### src/rtl/btn_event_arbiter.sv
// btn_event_arbiter: turns debounced button levels into short/long press events on one valid/ready stream
module btn_event_arbiter #(
  parameter int N_BTN = 4,
  parameter int CLK_FREQ = 100_000_000,
  parameter int LONG_PRESS_MS = 1000,
  localparam int ID_W = (N_BTN > 1) ? $clog2(N_BTN) : 1
) (
  input  logic              i_clk,
  input  logic              i_rst,
  input  logic [N_BTN-1:0]  i_btn,
  output logic              o_evt_valid,
  input  logic              i_evt_ready,
  output logic [ID_W-1:0]   o_evt_id,
  output logic              o_evt_long,
  output logic [N_BTN-1:0]  o_overrun,
  input  logic              i_clr_overrun
);
  localparam int LONG_CYCLES = (CLK_FREQ / 1000) * LONG_PRESS_MS;
  localparam int CNT_W = $clog2(LONG_CYCLES + 1);
  typedef enum logic {IDLE, OFFER} state_t;
  state_t state;
  logic [N_BTN-1:0] armed, prev, long_sent, pending, ptype, post, gnt;
  logic [CNT_W-1:0] cnt [N_BTN];
  logic [ID_W-1:0] ptr, sel;
  logic found;
  always_comb begin
    post = '0;
    for (int b = 0; b < N_BTN; b++)
      post[b] = armed[b] & prev[b] & (i_btn[b] ? (cnt[b] == CNT_W'(LONG_CYCLES - 1)) : ~long_sent[b]);
  end
  // Scan downwards so the lowest offset from ptr is the one left standing.
  always_comb begin
    logic [ID_W-1:0] j;
    j = '0;
    sel = '0;
    found = 1'b0;
    for (int i = N_BTN - 1; i >= 0; i--) begin
      j = ID_W'((int'(ptr) + i) % N_BTN);
      if (pending[j]) begin
        sel = j;
        found = 1'b1;
      end
    end
    gnt = (state == IDLE && found) ? ({{(N_BTN-1){1'b0}}, 1'b1} << sel) : '0;
  end
  always_ff @(posedge i_clk or posedge i_rst) begin
    if (i_rst) begin
      armed <= '0;
      prev <= '0;
      long_sent <= '0;
      pending <= '0;
      ptype <= '0;
      o_overrun <= '0;
      for (int b = 0; b < N_BTN; b++) cnt[b] <= '0;
    end else begin
      prev <= i_btn;
      armed <= armed | ~i_btn;
      pending <= post | (pending & ~gnt);
      o_overrun <= (o_overrun & {N_BTN{~i_clr_overrun}}) | (post & pending & ~gnt);
      for (int b = 0; b < N_BTN; b++) begin
        if (post[b] & (~pending[b] | gnt[b])) ptype[b] <= i_btn[b];
        if (armed[b]) begin
          if (i_btn[b] & ~prev[b]) begin
            cnt[b] <= CNT_W'(1);
            long_sent[b] <= 1'b0;
          end else if (i_btn[b]) begin
            if (cnt[b] != CNT_W'(LONG_CYCLES)) cnt[b] <= cnt[b] + CNT_W'(1);
            if (cnt[b] == CNT_W'(LONG_CYCLES - 1)) long_sent[b] <= 1'b1;
          end else if (prev[b]) begin
            cnt[b] <= '0;
          end
        end
      end
    end
  end
  always_ff @(posedge i_clk or posedge i_rst) begin
    if (i_rst) begin
      state <= IDLE;
      o_evt_valid <= 1'b0;
      o_evt_id <= '0;
      o_evt_long <= 1'b0;
      ptr <= '0;
    end else if (state == IDLE) begin
      if (found) begin
        o_evt_id <= sel;
        o_evt_long <= ptype[sel];
        o_evt_valid <= 1'b1;
        state <= OFFER;
      end
    end else if (i_evt_ready) begin
      o_evt_valid <= 1'b0;
      ptr <= (o_evt_id == ID_W'(N_BTN - 1)) ? '0 : o_evt_id + ID_W'(1);
      state <= IDLE;
    end
  end
endmodule
### config.mk
export PLATFORM = sky130hd
export DESIGN_NAME = btn_event_arbiter
export DESIGN_NICKNAME = d
export VERILOG_FILES = /design/src/rtl/btn_event_arbiter.sv
export SDC_FILE = /design/constraint.sdc
export NUM_CORES = 1
export LEC_CHECK = 0
export BUFFER_PORTS_ARGS = -buffer_cell sky130_fd_sc_hd__buf_4
export CORE_ASPECT_RATIO = 1.25
export CORE_MARGIN = 4
export CORE_UTILIZATION = 60
export DETAILED_ROUTE_END_ITERATION = 12
export GPL_TIMING_DRIVEN = 0
export MAX_ROUTING_LAYER = met4
export PLACE_DENSITY = 0.74
export SETUP_SLACK_MARGIN = 0.3
export SLEW_MARGIN = 25
export SYNTH_ARGS = -nofsm -noshare
export SYNTH_HDL_FRONTEND = slang
export SYNTH_SLANG_ARGS = --single-unit
### constraint.sdc
create_clock -name i_clk -period 4.7 [get_ports i_clk]
set_input_delay 0 -clock i_clk [delete_from_list [all_inputs] [get_ports i_clk]]
set_output_delay 0 -clock i_clk [all_outputs]
set_load 0.1 [all_outputs]
Yosys cells after proc, flatten, opt, wreduce, memory -nomap -nowiden
Index checks and enable logic that the tools add are counted.
{"block": "op_classes", "n_addsub": 8, "order_cmp": 5, "eq_ne": 14, "n_shift": 1, "muxes": 58, "bitwise_logic": 43, "n_reduce_logical": 25}
{"operator": "$mux 27", "count": 16}
{"operator": "$add 27x1->27 const B", "count": 4}
{"operator": "$eq 27x27->1 const B", "count": 4}
{"operator": "$ne 27x27->1 const B", "count": 4}
{"operator": "$mux 1", "count": 31}
{"operator": "$reduce_and 3->1", "count": 8}
{"operator": "$reduce_bool 2->1", "count": 9}
{"operator": "$and 1x1->1", "count": 16}
{"operator": "$and 4x4->4", "count": 4}
{"operator": "$lt 2x3->1 const B", "count": 5}
{"operator": "$not 1->1", "count": 14}
{"operator": "$ne 3x1->1 const B", "count": 4}
{"operator": "$or 4x4->4", "count": 3}
{"operator": "$reduce_bool 3->1", "count": 4}
{"operator": "$bmux 1 s2", "count": 5}
{"operator": "$mux 2", "count": 5}
{"operator": "$not 4->4", "count": 2}
{"operator": "$reduce_and 2->1", "count": 3}
{"operator": "$add 2x1->2 const B", "count": 2}
{"operator": "$add 2x2->2 const B", "count": 2}
{"operator": "$mux 4", "count": 1}
{"operator": "$or 1x1->1", "count": 4}
{"operator": "$shl 1x2->4 const A", "count": 1}
{"operator": "$eq 2x2->1 const B", "count": 1}
{"operator": "other kinds (2)", "count": 2}
{"block": "word_totals", "reg_bits": 139, "inputBits": 8, "out_inout_bits": 8, "elab_cells": 175}

Logic depth before layout (Yosys ltp)
{"block": "logic_depth", "ltp_word": 12, "mapped_depth": 10, "mapped_depth_nobuf": 8}

Worst setup path after synthesis
Ideal clock, no wire load.
{"block": "synth_path", "path_type": "flip-flop to flip-flop", "start": "reg cnt[27] (netlist bit)", "end": "reg cnt[53] (netlist bit)", "setup_time_ps": 129, "arrival_time_ps": 1845, "required_time_ps": 4571, "path_slack_ps": 2725, "stages_incl_launch_ff": 8, "path_buffers": 0, "period_less_slack_ps": 1975, "path_cell_list": "dfrtp_1 -> ha_1 -> inv_1 -> or4_4 -> nor3_4 -> nand4_1 -> xor2_1 -> nor2_2"}
{"block": "synth_between", "elab_chain_len": 4, "word_cells_on_any_way": 7, "cone_classes": "1 x add/sub; 2 x eq/ne; 3 x mux; 1 x reduce/logical"}
{"element": "from (decl)", "line": "23", "text": "logic [CNT_W-1:0] cnt [N_BTN];"}
{"element": "from (signal, indexed assignment)", "line": "64", "text": "cnt[b] <= CNT_W'(1);"}
{"element": "from (signal, indexed assignment)", "line": "70", "text": "cnt[b] <= '0;"}
{"element": "$add 27x1->27", "line": "67", "text": "if (cnt[b] != CNT_W'(LONG_CYCLES)) cnt[b] <= cnt[b] + CNT_W'(1);"}
{"element": "$mux 27", "line": "67"}
{"element": "$mux 27", "line": "66", "text": "end else if (i_btn[b]) begin"}
{"element": "$mux 27", "line": "63", "text": "if (i_btn[b] & ~prev[b]) begin"}
Parallel ways exist; a longest one is shown, timed or not. The select of a mux whose other input is x is not followed.
A chain may end at the register's enable or synchronous reset.

Worst setup path after layout
{"block": "layout_path", "start": "reg cnt[81] (netlist bit)", "end": "reg ptype[0]"}
{"block": "layout_between", "elab_chain_len": 4}
{"element": "$eq 27x27->1", "line": "29", "text": "post[b] = armed[b] & prev[b] & (i_btn[b] ? (cnt[b] == CNT_W'(LONG_CYCLES - 1)) : ~long_sent[b]);"}
{"element": "$mux 1", "line": "29"}
{"element": "$and 1x1->1", "line": "29"}
{"element": "$and 1x1->1", "line": "61", "text": "if (post[b] & (~pending[b] | gnt[b])) ptype[b] <= i_btn[b];"}
{"element": "to (signal, indexed assignment)", "line": "61"}
{"element": "to (decl)", "line": "22", "text": "logic [N_BTN-1:0] armed, prev, long_sent, pending, ptype, post, gnt;"}
Every way passes these cells.

==> results.sh <==
export IMPL_vias=6457
export IMPL_ant_nets=0
export IMPL_yosys_area_top_type_share_pct=46.35
export IMPL_antenna_found_initial=0
export IMPL_antenna_cells=0
export IMPL_crit_type="flop to flop"
export IMPL_cts_buffers=17
export IMPL_viasPerCell=6.138
export IMPL_fmax_mhz=431.4
export IMPL_worstMarginPinSlew_ns=0.7759
export IMPL_slew_headroom_pct=47.80
export IMPL_gp_congestion=0.9129
export IMPL_drt_iter0_drc=452
export IMPL_irDropWorstVdd_mv=0.3937
export IMPL_wl_met1_um=7428
export IMPL_synthesis_area_mm2=0.007505
export IMPL_synth_largest_area_cell="dfrtp_1"
export IMPL_async_reset_ff_share_pct=100.0
export IMPL_io_pins=16
export IMPL_syn_to_final_growth_pct=14.50
export IMPL_cts_tree="built"
export IMPL_dieHeight_um=133.0
export IMPL_yosysWarnings=0
export IMPL_worstSetupStartpointType="flop"
export IMPL_initial_core_util_pct=61.42
export IMPL_grt_use_total_pct=25.56
export IMPL_fin_area_mm2=0.008593
export IMPL_fin_ws_ns=2.382
export IMPL_wl_met3_um=766
export IMPL_worst_setup_path_end_kind="flop"
export IMPL_htree_levels=4
export IMPL_dp_hpwl_um=11410
export IMPL_coreArea_mm2=0.01222
export IMPL_p_leak_nw=3.680
export IMPL_synth_area_per_cell_um2=9.009
export IMPL_synth_area_leaders="dfrtp_1, o21ai_0, nor2_1"
export IMPL_synth_enable_flop_cells=0
export IMPL_drv_slew=0
export IMPL_drc=0
export IMPL_power_mw=3.427
export IMPL_crit_buf_inv=0
export IMPL_syn_inst=833
export IMPL_num_rows=45
export IMPL_synthesis_nets=850
export IMPL_yosysSeqAreaShare_pct=46.35
export IMPL_cts_setup_buffers=0
export IMPL_setup_viol=0
export IMPL_synth_common_cells="dfrtp_1, o21ai_0, nor2_1"
export IMPL_grt_pass1_vias=6204
export IMPL_synth_main_ff_cell="dfrtp_1"
export IMPL_min_period_ns=2.318
export IMPL_dr_wl_met2_um=8469
export IMPL_slowest_stage="nor4b_1"
export IMPL_io_buffers=15
export IMPL_critPathArrivalTime_ns=2.62
export IMPL_avgRoutedWirePerCell_um=16.10
export IMPL_slowest_delay_ns=0.50
export IMPL_clk_pin_slew_ns=0.06
export IMPL_root_buffer="clkbuf_16"
export IMPL_cp_max_fo=6
export IMPL_crit_chain="ha_1 > and4_1 > and2b_1 > nor4b_1 > o211ai_1 > o21ai_0 > o21ai_0"
export IMPL_fin_nets=892
export IMPL_place_ws_ns=2.418
export IMPL_pwr_density_cell_mw_per_mm2=398.7
export IMPL_worstHoldPathType="input pin to async pin"
export IMPL_final_hold_violation_count=0
export IMPL_maxCapViolations=0
export IMPL_synth_cell_type_count=70
export IMPL_yosys_cell_count_top_type="dfrtp_1"
export IMPL_post_cts_resized=0
export IMPL_grt_ovfl_total=0
export IMPL_wl_um=16940
export IMPL_grt_pass1_wl_um=29030
export IMPL_period_share_pct=49.32
export IMPL_status="finished clean"
export IMPL_post_dp_cell_area_mm2=0.007858
export IMPL_dieArea_mm2=0.01437
export IMPL_synth_seq_cells=139
export IMPL_holdBufCountCts=7
export IMPL_chipWidth_um=108.0
export IMPL_crit_path_frequent_cell="o21ai_0"
export IMPL_whs_ns=0.1585
export IMPL_clockBufferDepth=2
export IMPL_insertion_delay_ns=0.43
export IMPL_highest_signal_layer="met4"
export IMPL_crit_required_ns=5.00
export IMPL_cpLargestDelayFamily="simple AND/OR/NAND/NOR gates"
export IMPL_clkSinkCount=139
export IMPL_drive_gt1_share_pct=9.572
export IMPL_grt_max_degree=85
export IMPL_rsz0062_at_grt="no"
export IMPL_skew_ns=0.008314
export IMPL_dr_pass1_iters=4
where the power goes:
group	total, mW	switching [mW]	internal, mW	leakage, nW
Clock	1.50	0.496	1.01	0.320
Combinational	0.583	0.406	0.177	1.50
Sequential	1.34	0.0794	1.26	1.86
kinds of logic (layout without fill, tap and decap cells):
family                   count (synthesis)  after routing  share of synthesized area (%)
multiplexers                             9              9                          1.250
AND/OR/NAND/NOR                        363            363                          25.81
AO/OA/AOI/OAI                          209            209                          16.82
XOR/XNOR                                41             41                          4.785
buffers and inverters                   63            118                          3.484
adder cells (fa/ha/maj)                  9              9                          1.501
flip-flops                             139            139                          46.35
metal layers:
| layer | up-vias | track usage (%) |
|---|---|---|
| met2 | 158 | 40.77 |
| met3 | 25 | 5.222 |
| met5 | - | - |
| li1 | 3110 | - |
| met4 | 0 | 9.333 |
| met1 | 3164 | 32.28 |
flip-flops by register name, indices dropped and copies added (netlist names):
register	count
o_evt_id	2
prev	4
cnt	108
ptype	4
o_evt_long	1
o_overrun	4
o_evt_valid	1
armed	4
long_sent	4
state	1
ptr	2
pending	4
final cells by class:
class / count / area (um^2)
buffer: 34 / 152.6
clock buffer: 20 / 446.7
clock inverter: 12 / 219.0
fill: 939 / 3625
inverter: 29 / 116.4
multi-input combinational: 631 / 3765
sequential: 139 / 3478
tap: 164 / 205.2
timing repair buffer: 23 / 210.2
cell usage in the layout, fill, tap and decap left out, types with 4 or more instances in the layout:
master	count
dfrtp_1	139
o21ai_0	99
nor2_1	85
nand2_1	78
nand3_1	42
xor2_1	34
nand4_1	31
inv_1	28
a21oi_1	28
and3_1	21
o31ai_1	21
clkbuf_1	20
a31oi_1	19
buf_4	17
clkbuf_16	17
buf_2	13
nor4_1	12
and2_1	12
nor3_1	10
nand2b_1	9
nor4b_1	9
ha_1	9
and4_1	8
nor2b_1	8
xnor2_1	7
dlygate4sd3_1	7
mux2i_1	6
o211ai_1	6
bufinv_16	6
a41oi_1	5
or2_2	4
o22ai_1	4
through the flow:
step                utilization [%]  setup TNS (ns)  instances
CTS                           70.33               0       1052
finish                        70.33               0       1052
floorplan                         -               0        833
detailed placement            64.31               0       1013
global route                  70.33               0       1052
global placement              64.02          -65.00       1012
worst reg2reg max path: cells and delay by family, from the launching register on:
family	cells	cell delay, ns
adder cells (fa/ha/maj)	1	0.25
AO/OA/AOI/OAI	3	0.52
AND/OR/NAND/NOR	3	1.01
flip-flops	1	0.42
final timing paths:
check | slack [ns] | from | to | cells past startpoint
setup / recovery | 2.38 | cnt[81] | ptype[0] | 7
min in group i_clk | 0.24 | i_btn[3] | prev[3] | 2
hold reg to reg | 0.49 | cnt[104] | cnt[104] | 1
max in group asynchronous | 3.81 | i_rst | o_overrun[0] | 4
hold / removal | 0.16 | i_rst | o_evt_valid | 3
setup reg to reg | 2.38 | cnt[81] | ptype[0] | 7
(Power assumes the default switching activity.)
